==> config.mk <==
export PLATFORM = sky130hd
export DESIGN_NAME = fp_compare_pipe
export DESIGN_NICKNAME = d
export VERILOG_FILES = /design/src/rtl/fp_compare_pipe.sv
export SDC_FILE = /design/constraint.sdc
export NUM_CORES = 1
export LEC_CHECK = 0
export CORE_MARGIN = 5
export CORE_UTILIZATION = 33
export DETAILED_ROUTE_END_ITERATION = 6
export HOLD_SLACK_MARGIN = 0.03
export MAX_ROUTING_LAYER = met4
export PLACE_DENSITY_LB_ADDON = 0.2
export SETUP_SLACK_MARGIN = 0.5
export SYNTH_ARGS = -nofsm -noshare
export SYNTH_HDL_FRONTEND = slang
export SYNTH_SLANG_ARGS = --single-unit
export TNS_END_PERCENT = 5
==> constraint.sdc <==
create_clock -name aclk -period 1.1 [get_ports aclk]
set_clock_uncertainty 0.1 [all_clocks]
set_input_delay 0.11 -clock aclk [delete_from_list [all_inputs] [get_ports aclk]]
set_output_delay 0.11 -clock aclk [all_outputs]
set_load 0.02 [all_outputs]
==> src/rtl/fp_compare_pipe.sv <==
`timescale 1ns/1ps
// fp_compare_pipe: elastic STAGES-deep pipeline comparing two IEEE-754 style operands.
// Optional feature macro: FP_COMPARE_INVALID_FLAG_EN adds a sticky invalid_flag with invalid_clr.
module fp_compare_pipe #(
    parameter int EXP_W  = 8,
    parameter int MAN_W  = 23,
    parameter int STAGES = 2,
    parameter int RES_W  = 32
) (
    input  logic                 aclk,
    input  logic                 aresetn,
    input  logic                 s_valid,
    output logic                 s_ready,
    input  logic [EXP_W+MAN_W:0] value1,
    input  logic [EXP_W+MAN_W:0] value2,
    input  logic [2:0]           op,
    output logic                 m_valid,
    input  logic                 m_ready,
    output logic [RES_W-1:0]     result
`ifdef FP_COMPARE_INVALID_FLAG_EN
    ,
    output logic                 invalid_flag,
    input  logic                 invalid_clr
`endif
);
    localparam int FP_W = 1 + EXP_W + MAN_W;
    localparam int LAST = STAGES - 1;

    typedef enum logic [2:0] {
        OP_EQ = 3'd0,
        OP_NE = 3'd1,
        OP_LT = 3'd2,
        OP_LE = 3'd3,
        OP_GT = 3'd4,
        OP_GE = 3'd5
    } op_e;

    logic            w_sign1, w_sign2;
    logic [FP_W-2:0] w_mag1, w_mag2;
    logic            w_nan1, w_nan2, w_nan;
    logic            w_zero, w_eq, w_lt, w_res;
    logic [STAGES-1:0] w_load;
    logic            w_accept;

    logic [STAGES-1:0] r_vld;
    logic [STAGES-1:0] r_res;
    logic            r_rst_done;

    assign w_sign1 = value1[FP_W-1];
    assign w_sign2 = value2[FP_W-1];
    assign w_mag1  = value1[FP_W-2:0];
    assign w_mag2  = value2[FP_W-2:0];
    assign w_nan1  = (&value1[MAN_W +: EXP_W]) && (|value1[MAN_W-1:0]);
    assign w_nan2  = (&value2[MAN_W +: EXP_W]) && (|value2[MAN_W-1:0]);
    assign w_nan   = w_nan1 || w_nan2;
    assign w_zero  = (w_mag1 == '0) && (w_mag2 == '0);
    assign w_eq    = w_zero || (value1 == value2);

    // Sign-magnitude ordering: for negatives the larger magnitude is the smaller value.
    always_comb begin
        // NOTE: every always_comb output gets a default first so no path can infer a latch.
        w_lt = 1'b0;
        if (w_zero)
            w_lt = 1'b0;
        else if (w_sign1 != w_sign2)
            w_lt = w_sign1;
        else if (w_sign1)
            w_lt = (w_mag1 > w_mag2);
        else
            w_lt = (w_mag1 < w_mag2);
    end

    always_comb begin
        w_res = 1'b0;
        case (op_e'(op))
            OP_EQ:   w_res = !w_nan && w_eq;
            OP_NE:   w_res = w_nan || !w_eq;
            OP_LT:   w_res = !w_nan && w_lt;
            OP_LE:   w_res = !w_nan && (w_lt || w_eq);
            OP_GT:   w_res = !w_nan && !(w_lt || w_eq);
            OP_GE:   w_res = !w_nan && !w_lt;
            default: w_res = 1'b0;
        endcase
    end

    // Stage k may advance when any stage from k to the output holds a bubble, or the sink drains.
    always_comb begin
        w_load = '0;
        for (int k = 0; k < STAGES; k++)
            w_load[k] = m_ready || !(&(r_vld | STAGES'((1 << k) - 1)));
    end

    assign s_ready  = r_rst_done && w_load[0];
    assign w_accept = s_valid && s_ready;

    always_ff @(posedge aclk or negedge aresetn) begin
        if (!aresetn) begin
            r_rst_done <= 1'b0;
            r_vld      <= '0;
            // NOTE: the result bits are reset too, so result reads 0 out of reset rather than X.
            r_res      <= '0;
        end else begin
            // NOTE: non-blocking updates let every stage read its upstream's pre-edge value.
            r_rst_done <= 1'b1;
            if (w_load[0]) begin
                r_vld[0] <= w_accept;
                r_res[0] <= w_res;
            end
            for (int k = 1; k < STAGES; k++) begin
                if (w_load[k]) begin
                    r_vld[k] <= r_vld[k-1];
                    r_res[k] <= r_res[k-1];
                end
            end
        end
    end

    assign m_valid = r_vld[LAST];
    assign result  = {{(RES_W-1){1'b0}}, r_res[LAST]};

`ifdef FP_COMPARE_INVALID_FLAG_EN
    logic [STAGES-1:0] r_nan;
    logic              r_invalid;

    always_ff @(posedge aclk or negedge aresetn) begin
        if (!aresetn) begin
            r_nan     <= '0;
            r_invalid <= 1'b0;
        end else begin
            if (w_load[0])
                r_nan[0] <= w_nan;
            for (int k = 1; k < STAGES; k++) begin
                if (w_load[k])
                    r_nan[k] <= r_nan[k-1];
            end
            // Setting on a departing NaN beat takes priority over a simultaneous clear.
            if (m_valid && m_ready && r_nan[LAST])
                r_invalid <= 1'b1;
            else if (invalid_clr)
                r_invalid <= 1'b0;
        end
    end

    assign invalid_flag = r_invalid;
`else
    // Without the flag, NaN status is folded into the result bit and not carried further.
`endif

endmodule

* Word-level counts from Yosys, hierarchy flattened
Index checks and enable logic that the tools add are counted.
Storage, ports and cells: flip-flop bits (word level) 5, output and inout bits 34
Cells by class: equal/unequal tests 7, reduce and logical (&&, ||, !) cells 30, magnitude comparators 2, multiplexer cells 4
Operators with widths (count):
- 31-bit zero test | 2
- 23-bit OR reduction | 2
- 32-bit equality test | 1
- 31-bit greater-than comparator | 1
- 31-bit less-than comparator | 1
- 8-bit AND reduction | 2
- 1-bit logical AND | 10
- 3-bit by 2-bit equality test with 1-bit output (second input constant) | 2
- 3-bit equality test (second input constant) | 2
- 1-bit zero test | 6
- 1-bit logical OR | 6
- 1-bit one-hot mux with 6 select lines | 1
- 3-bit by 1-bit equality test with 1-bit output (second input constant) | 1
- 3-bit zero test | 1
- 1-bit 2-to-1 mux | 3
- 2-bit AND reduction | 1
- 1-bit inequality test | 1

* Depth between registers and ports, before layout
Gate-level depths: netlist (run 1).
depth after elaboration 8, mapped depth 10

* Worst setup path after synthesis (run 1)
No wires, ideal clock.
path type input-to-reg, from input value2[25], to register r_res[0], arrival 2.040 ns, required time 0.899 ns, path buffers 0, stages on the path 10, path slack -1.141 ns, cell sequence inv_1 ha_1 and4_1 nor4b_4 a221oi_2 o21ai_1 o21a_1 o221a_1 o41a_1 o311ai_2
Between the ends: word-level cells in the longest chain between the ends 8, elaborated cells on any way between the ends 24, those cells by class order compare: 2; eq/ne: 1; mux: 4; reduce/logical: 17
Ends and longest elaborated chain:
- start: declaration | line 15 | input logic [EXP_W+MAN_W:0] value2,
- 31-bit less-than comparator or 31-bit greater-than comparator (tied branches) | line 70, 68
- 1-bit 2-to-1 mux | line 67 | else if (w_sign1)
- 1-bit 2-to-1 mux | line 65 | else if (w_sign1 != w_sign2)
- 1-bit 2-to-1 mux | line 63 | if (w_zero)
- 1-bit logical OR | line 79, 80
- 1-bit zero test | line 80 | OP_GT: w_res = !w_nan && !(w_lt || w_eq);
- 1-bit logical AND | line 80
- 1-bit one-hot mux with 6 select lines * | line 75 | case (op_e'(op))
- end signal: assignment | line 107 | r_res[0] <= w_res;
- end signal: indexed assignment | line 112 | r_res[k] <= r_res[k-1];
- end: declaration | line 46 | logic [STAGES-1:0] r_res;
Every way passes the cells marked *; elsewhere a longest branch is shown, timed or not. A chain may end at the register's enable or synchronous reset.

* Worst setup path in the final report (run 1)
Same ends and word-level chain as after synthesis.

==> flow_metrics.py, run 1 <==
metrics = {
    "synth": {
        "syn_area_per_cell_um2": 7.45,
        "synth_edf_count": 0,
        "synth_top_area_share_pct": 25.5,
        "synth_common_cells": "inv_1, buf_4, ha_1, nor4_1",
        "synth_cell_types": 38,
        "yosysMostFrequentCell": "inv_1",
        "synth_top_area_cell": "ha_1",
        "yosysWarnings": 0,
        "ys_top_cells_by_area": "ha_1, buf_4, inv_1",
        "ys.flop_type": "dfrtp_1",
        "synth-seq-cells": 5,
        "yosysSeqAreaShare_pct": 8.23,
        "synth_area_um2": 1520,
        "synthCells": 204,
        "async_flop_share_pct": 100,
    },
    "critical_path": {
        "arrival_ps": 2230,
        "r2r_cells": 5,
        "cp.required_ps": 1120,
        "setup.worst_path.start_class": "primary input",
        "reg2reg_to": "r_res[0]$_DFFE_PN0N_",
        "reg2reg_from": "r_vld[1]$_DFFE_PN0P_",
        "crit_path_max_fanout": 2,
        "critPathKind": "in2reg",
        "endpoint_kind": "flip-flop",
        "rrSetupSlack_ps": -50,
    },
    "global_route": {
        "grt_pass1_wl_mm": 8.38,
        "grt_use_total_pct": 16.9,
        "grt_max_degree": 6,
        "antenna_found_initial": 0,
        "grt_pass1_vias": 1943,
        "grt_overflow": 0,
    },
    "final_layout": {
        "stdcell_count": 378,
        "seq_area_um2": 125,
        "utilization_pct": 66.0,
        "fin_area_um2": 2920,
        "area_delta_synth_final_pct": 91.8,
        "nets": 429,
        "multi_input_area_um2": 1590,
        "antennaDiodeCount": 0,
        "drive_above_1_share_pct": 58.0,
        "fill_cells": 395,
    },
    "routing": {
        "vias_per_cell": 4.81,
        "wl_met2_mm": 2.86,
        "top_layer_used": "met4",
        "dr.pass1.iters": 4,
        "wl_per_cell_um": 14.0,
        "met3WireLength_um": 343,
        "drt_wl_total_mm": 5.29,
        "ant_nets": 0,
        "num_vias": 1817,
        "remaining_drc_errors": 0,
        "wl_met1_mm": 1.93,
        "first_iter_violations": 33,
    },
    "clocking": {
        "cts.path.max_buffers": 2,
        "clk_latency_ps": 220,
        "cts-root-buf": "clkbuf_8",
        "path_clk_slew_ps": 40,
        "clkSinkCount": 5,
        "cts_buffers": 3,
        "h-tree-depth": 1,
        "cts_tree": "built",
    },
    "sta": {
        "finalHoldViolations": 0,
        "finalCritPeriodShare_pct": 201,
        "tns_ps": -1270,
        "fin_ws_ps": -1110,
        "fin_crit_ps": 2210,
        "rsz0062_at_grt": "yes",
        "max_freq_ghz": 0.452,
        "setup_viol": 3,
        "final_max_slew_viol_count": 0,
    },
    "floorplan": {
        "die_w_um": 77.9,
        "initial_core_util_pct": 34.4,
        "dieArea_um2": 6060,
        "placeableCoreArea_um2": 4410,
        "die_h_um": 77.9,
        "rows": 24,
        "io_pins": 105,
    },
    "placement": {
        "post-dp-hpwl_mm": 4.06,
        "dpl.cell_count": 366,
        "io_buffer_count": 73,
        "dp_slack_ps": -1810,
        "gp_congestion": 0.807,
        "placed_cell_area_um2": 2480,
    },
    "power_and_ir_drop": {
        "p_per_area_nw_per_um2": 578,
        "p_leak_nw": 1.34,
        "vdd_drop_max_uv": 308,
    },
    "job": {
        "cap_violations": 0,
    },
    "run_status": {
        "outcome": "finished, violations left",
        "violations": "setup timing",
    },
    "hold_path": {
        "min_path_type": "in2async",
    },
}
## worst max-delay path, stage by stage
cell	delay (ps)
buf_8	100
inv_4	40
ha_4	190
buf_4	130
a21oi_1	120
nand2_1	100
a221oi_2	300
o21ai_2	100
o21a_1	170
o221a_1	210
o41a_1	440
o311ai_2	210
## placed cells by master (no fill, tap or decap), drive strengths merged, types with 2 or more instances in the layout
master,synthesis,layout
nor3,3,3
and4,2,2
clkdlybuf4s50,0,8
nor4,15,15
o21ai,6,6
buf,32,76
nor2,7,7
a21oi,13,13
clkbuf,0,27
a221oi,3,3
dfrtp,5,5
inv,34,34
dlygate4sd2,0,3
nand2b,2,2
ha,31,31
clkdlybuf4s15,0,10
nor2b,2,2
nand4,11,11
nand3,4,4
nand2,15,15
conb,2,32
## sequential cells by signal, indices dropped and copies added, names as in the netlist
| name | flops |
|---|---|
| r_res | 2 |
| r_rst_done | 1 |
| r_vld | 2 |
## per-stage QoR
step	power (mW)	hold WS [ps]
2_1_floorplan	0.698	-286
3_3_place_gp	1.09	253
3_5_place_dp	1.10	253
4_1_cts	1.62	22.8
5_1_grt	1.82	40.0
6_report	1.69	19.5
## area by class of cell
type	count	share of cell area, %
timing repair buffer	120	32.7
tap	52	2.23
sequential	5	4.29
clock buffer	4	1.55
multi-input combinational	163	54.4
inverter	34	4.81
## how the worst max path moves through the flow
stage	from	cells past startpoint	slack, ps	end
after floorplan	value2[24]	10	-1140	r_res[0]$_DFFE_PN0N_
after global placement	value2[25]	11	-1750	r_res[0]$_DFFE_PN0N_
after detailed placement	value2[23]	11	-1810	r_res[0]$_DFFE_PN0N_
after CTS	value1[30]	10	-1160	r_res[0]$_DFFE_PN0N_
after global routing	value2[25]	12	-1240	r_res[0]$_DFFE_PN0N_
final	value2[25]	12	-1110	r_res[0]$_DFFE_PN0N_
## what timing repair did
action | 4_1_cts | 5_1_grt
endpoints found under the setup margin | 7 | 7
setup buffers | 6 | 2
resized for setup | 267 | 60
endpoints found under the hold margin | 5 | 0
pin swaps | 44 | 32
## where the power goes
group          leakage, nW  internal, mW  switching (mW)
clock               0.0228         0.249          0.0905
combinational         1.26         0.601           0.529
sequential          0.0613         0.205          0.0111
## kinds of logic (layout without fill, tap and decap cells)
group	after synthesis	in the layout	synth area share, %
flops	5	5	8.23
mux	1	1	0.741
simple gates	67	67	26.1
compound gates	31	31	14.2
xor+xnor	1	1	0.576
buf+inv	66	158	24.2
other cells	2	32	0.494
fa+ha+maj	31	31	25.5
## layer usage
layer / vias up / GRT usage, %
met5: - / -
met4: 0 / 5.50
met3: 16 / 2.43
met2: 70 / 32.6
met1: 808 / 17.2
li1: 923 / -
Power figures use the tool's default switching activity.
==> run 2, diff against run 1 <==
--- a/config.mk
+++ b/config.mk
@@ -5,8 +5,11 @@
 export SDC_FILE = /design/constraint.sdc
 export NUM_CORES = 1
 export LEC_CHECK = 0
+export CELL_PAD_IN_SITES_DETAIL_PLACEMENT = 0
+export CELL_PAD_IN_SITES_GLOBAL_PLACEMENT = 1
 export CORE_MARGIN = 5
-export CORE_UTILIZATION = 33
+export CORE_UTILIZATION = 21
+export CTS_CLUSTER_DIAMETER = 80
 export DETAILED_ROUTE_END_ITERATION = 6
 export HOLD_SLACK_MARGIN = 0.03
 export MAX_ROUTING_LAYER = met4
==> run 2 against run 1 <==
The flow still finishes with violations (setup timing). Largest power group unchanged. Final cell count rose by 13%. Non-clock buffer count rose by 1. Via count fell by 1.2%. Sequential power barely moved. Maximum frequency fell by 3.7%. Combinational power barely moved. Global-route usage fell by 4.9 points.
==> flow_metrics.py, run 2 (same netlist as run 1, synthesis figures left out) <==
metrics = {
    "global_route": {
        "grt_overflow": 0,
        "grt_pass1_wl_mm": 8.53,
        "antenna_found_initial": 0,
        "grt_use_total_pct": 12.0,
        "grt_max_degree": 6,
        "grt_pass1_vias": 1988,
    },
    "placement": {
        "dp_slack_ps": -1890,
        "dpl.cell_count": 416,
        "placed_cell_area_um2": 2560,
        "gp_congestion": 0.790,
        "io_buffer_count": 73,
        "post-dp-hpwl_mm": 4.54,
    },
    "power_and_ir_drop": {
        "p_leak_nw": 1.39,
        "p_total_mw": 1.66,
        "p_per_area_nw_per_um2": 552,
        "vdd_drop_max_uv": 180,
    },
    "clocking": {
        "clk_latency_ps": 220,
        "clkSinkCount": 5,
        "cts-root-buf": "clkbuf_8",
        "cts_tree": "built",
        "path_clk_slew_ps": 40,
        "cts_buffers": 3,
        "h-tree-depth": 1,
        "cts.path.max_buffers": 2,
    },
    "routing": {
        "remaining_drc_errors": 0,
        "drt_wl_total_mm": 5.40,
        "dr.pass1.iters": 4,
        "num_vias": 1795,
        "vias_per_cell": 4.21,
        "top_layer_used": "met4",
        "first_iter_violations": 19,
        "ant_nets": 0,
        "met3WireLength_um": 249,
        "wl_per_cell_um": 12.7,
        "wl_met1_mm": 2.31,
        "wl_met2_mm": 2.73,
    },
    "critical_path": {
        "cp.required_ps": 1130,
        "critPathKind": "in2reg",
        "crit_path_max_fanout": 2,
        "setup.worst_path.start_class": "primary input",
        "arrival_ps": 2320,
        "r2r_cells": 5,
        "reg2reg_from": "r_vld[1]$_DFFE_PN0P_",
        "endpoint_kind": "flip-flop",
        "reg2reg_to": "r_res[0]$_DFFE_PN0N_",
        "rrSetupSlack_ps": -40,
    },
    "final_layout": {
        "top_regs": "r_res (2), r_vld (2), r_rst_done (1)",
        "drive_above_1_share_pct": 49.5,
        "area_delta_synth_final_pct": 98.1,
        "seq_area_um2": 125,
        "fin_area_um2": 3010,
        "mostFrequentLayoutCell": "buf_4",
        "stdcell_count": 426,
        "nets": 430,
        "antennaDiodeCount": 0,
        "multi_input_area_um2": 1600,
        "final_cell_mix": "buf_4, conb_1, ha_4, dlygate4sd2_1, inv_2",
        "fill_cells": 761,
    },
    "run_status": {
        "outcome": "finished, violations left",
        "violations": "setup timing",
    },
    "floorplan": {
        "rows": 31,
        "die_w_um": 95.1,
        "io_pins": 105,
        "initial_core_util_pct": 21.3,
        "placeableCoreArea_um2": 7140,
        "die_h_um": 95.1,
        "dieArea_um2": 9040,
    },
    "sta": {
        "fin_crit_ps": 2300,
        "fin_ws_ps": -1200,
        "tns_ps": -1390,
        "finalCritPeriodShare_pct": 209,
        "finalHoldViolations": 0,
        "max_freq_ghz": 0.435,
        "setup_viol": 3,
        "final_max_slew_viol_count": 0,
        "rsz0062_at_grt": "yes",
    },
    "hold_path": {
        "min_path_type": "in2async",
    },
    "job": {
        "cap_violations": 0,
    },
}
[run 2: changes by cell type in the layout (fill, tap and decap cells not counted), sizes merged]
cell	previous run	this run
dlygate4sd2	3	21
clkbuf	27	15
buf	76	65
clkdlybuf4s15	10	13
dlymetal6s2s	0	2
clkinv	0	1
[run 2: how the worst max path moves through the flow]
stage / endpoint / depth (start not counted) / startpoint / slack [ps]
floorplan: r_res[0]$_DFFE_PN0N_ / 10 / value2[24] / -1140
global placement: r_res[0]$_DFFE_PN0N_ / 11 / value2[22] / -1870
detailed placement: r_res[0]$_DFFE_PN0N_ / 11 / value2[22] / -1890
CTS: r_res[0]$_DFFE_PN0N_ / 12 / value2[23] / -1260
global route: r_res[0]$_DFFE_PN0N_ / 11 / value1[14] / -1270
finish: r_res[0]$_DFFE_PN0N_ / 12 / value2[24] / -1200
[run 2: metrics by stage]
stage / hold WS, ps / utilization [%]
6_report: 16.6 / 42.2
5_1_grt: 40.5 / 42.2
4_1_cts: 15.7 / 41.6
3_5_place_dp: 253 / 35.9
3_3_place_gp: 256 / 35.9
2_1_floorplan: -286 / -
[run 2: final cells by class]
class	count	area share [%]
inverters	34	4.49
well taps	99	4.11
repair buffers	121	32.7
clock buffers	3	1.37
clock inverters	1	0.166
flip-flops and latches	5	4.15
multi-input cells	163	53.1
[run 2: power by group]
group | switching, mW | leakage [nW] | internal, mW
sequential | 0.0118 | 0.0613 | 0.205
clock | 0.0975 | 0.0255 | 0.244
combinational | 0.526 | 1.30 | 0.579
total | 0.635 | 1.39 | 1.03
[run 2: per-layer routing]
metal	GRT usage [%]	up-vias
met2	21.2	60
met5	-	-
met1	14.4	815
li1	-	912
met3	1.42	8
met4	2.76	0
[run 2: timing repair]
item | 4_1_cts | 5_1_grt
setup endpoints to repair | 7 | 7
setup buffers | 6 | 0
resized for setup | 200 | 51
pin swaps | 42 | 28
endpoints found under the hold margin | 5 | 0
[run 2: critical path, cell delays in order]
cell	delay [ps]
buf_6	100
inv_4	50
ha_4	190
and4_4	190
nor4b_4	130
buf_4	130
a221oi_2	280
o21ai_2	120
o21a_1	180
o221a_1	220
o41a_1	430
o311ai_2	210
==> run 3, diff against run 2 <==
--- a/config.mk
+++ b/config.mk
@@ -11,7 +11,7 @@
 export CORE_UTILIZATION = 21
 export CTS_CLUSTER_DIAMETER = 80
 export DETAILED_ROUTE_END_ITERATION = 6
-export HOLD_SLACK_MARGIN = 0.03
+export HOLD_SLACK_MARGIN = 0.12
 export MAX_ROUTING_LAYER = met4
 export PLACE_DENSITY_LB_ADDON = 0.2
 export SETUP_SLACK_MARGIN = 0.5
==> results of run 3 <==
Final layout, timing and power as in run 2 (identical DEF).
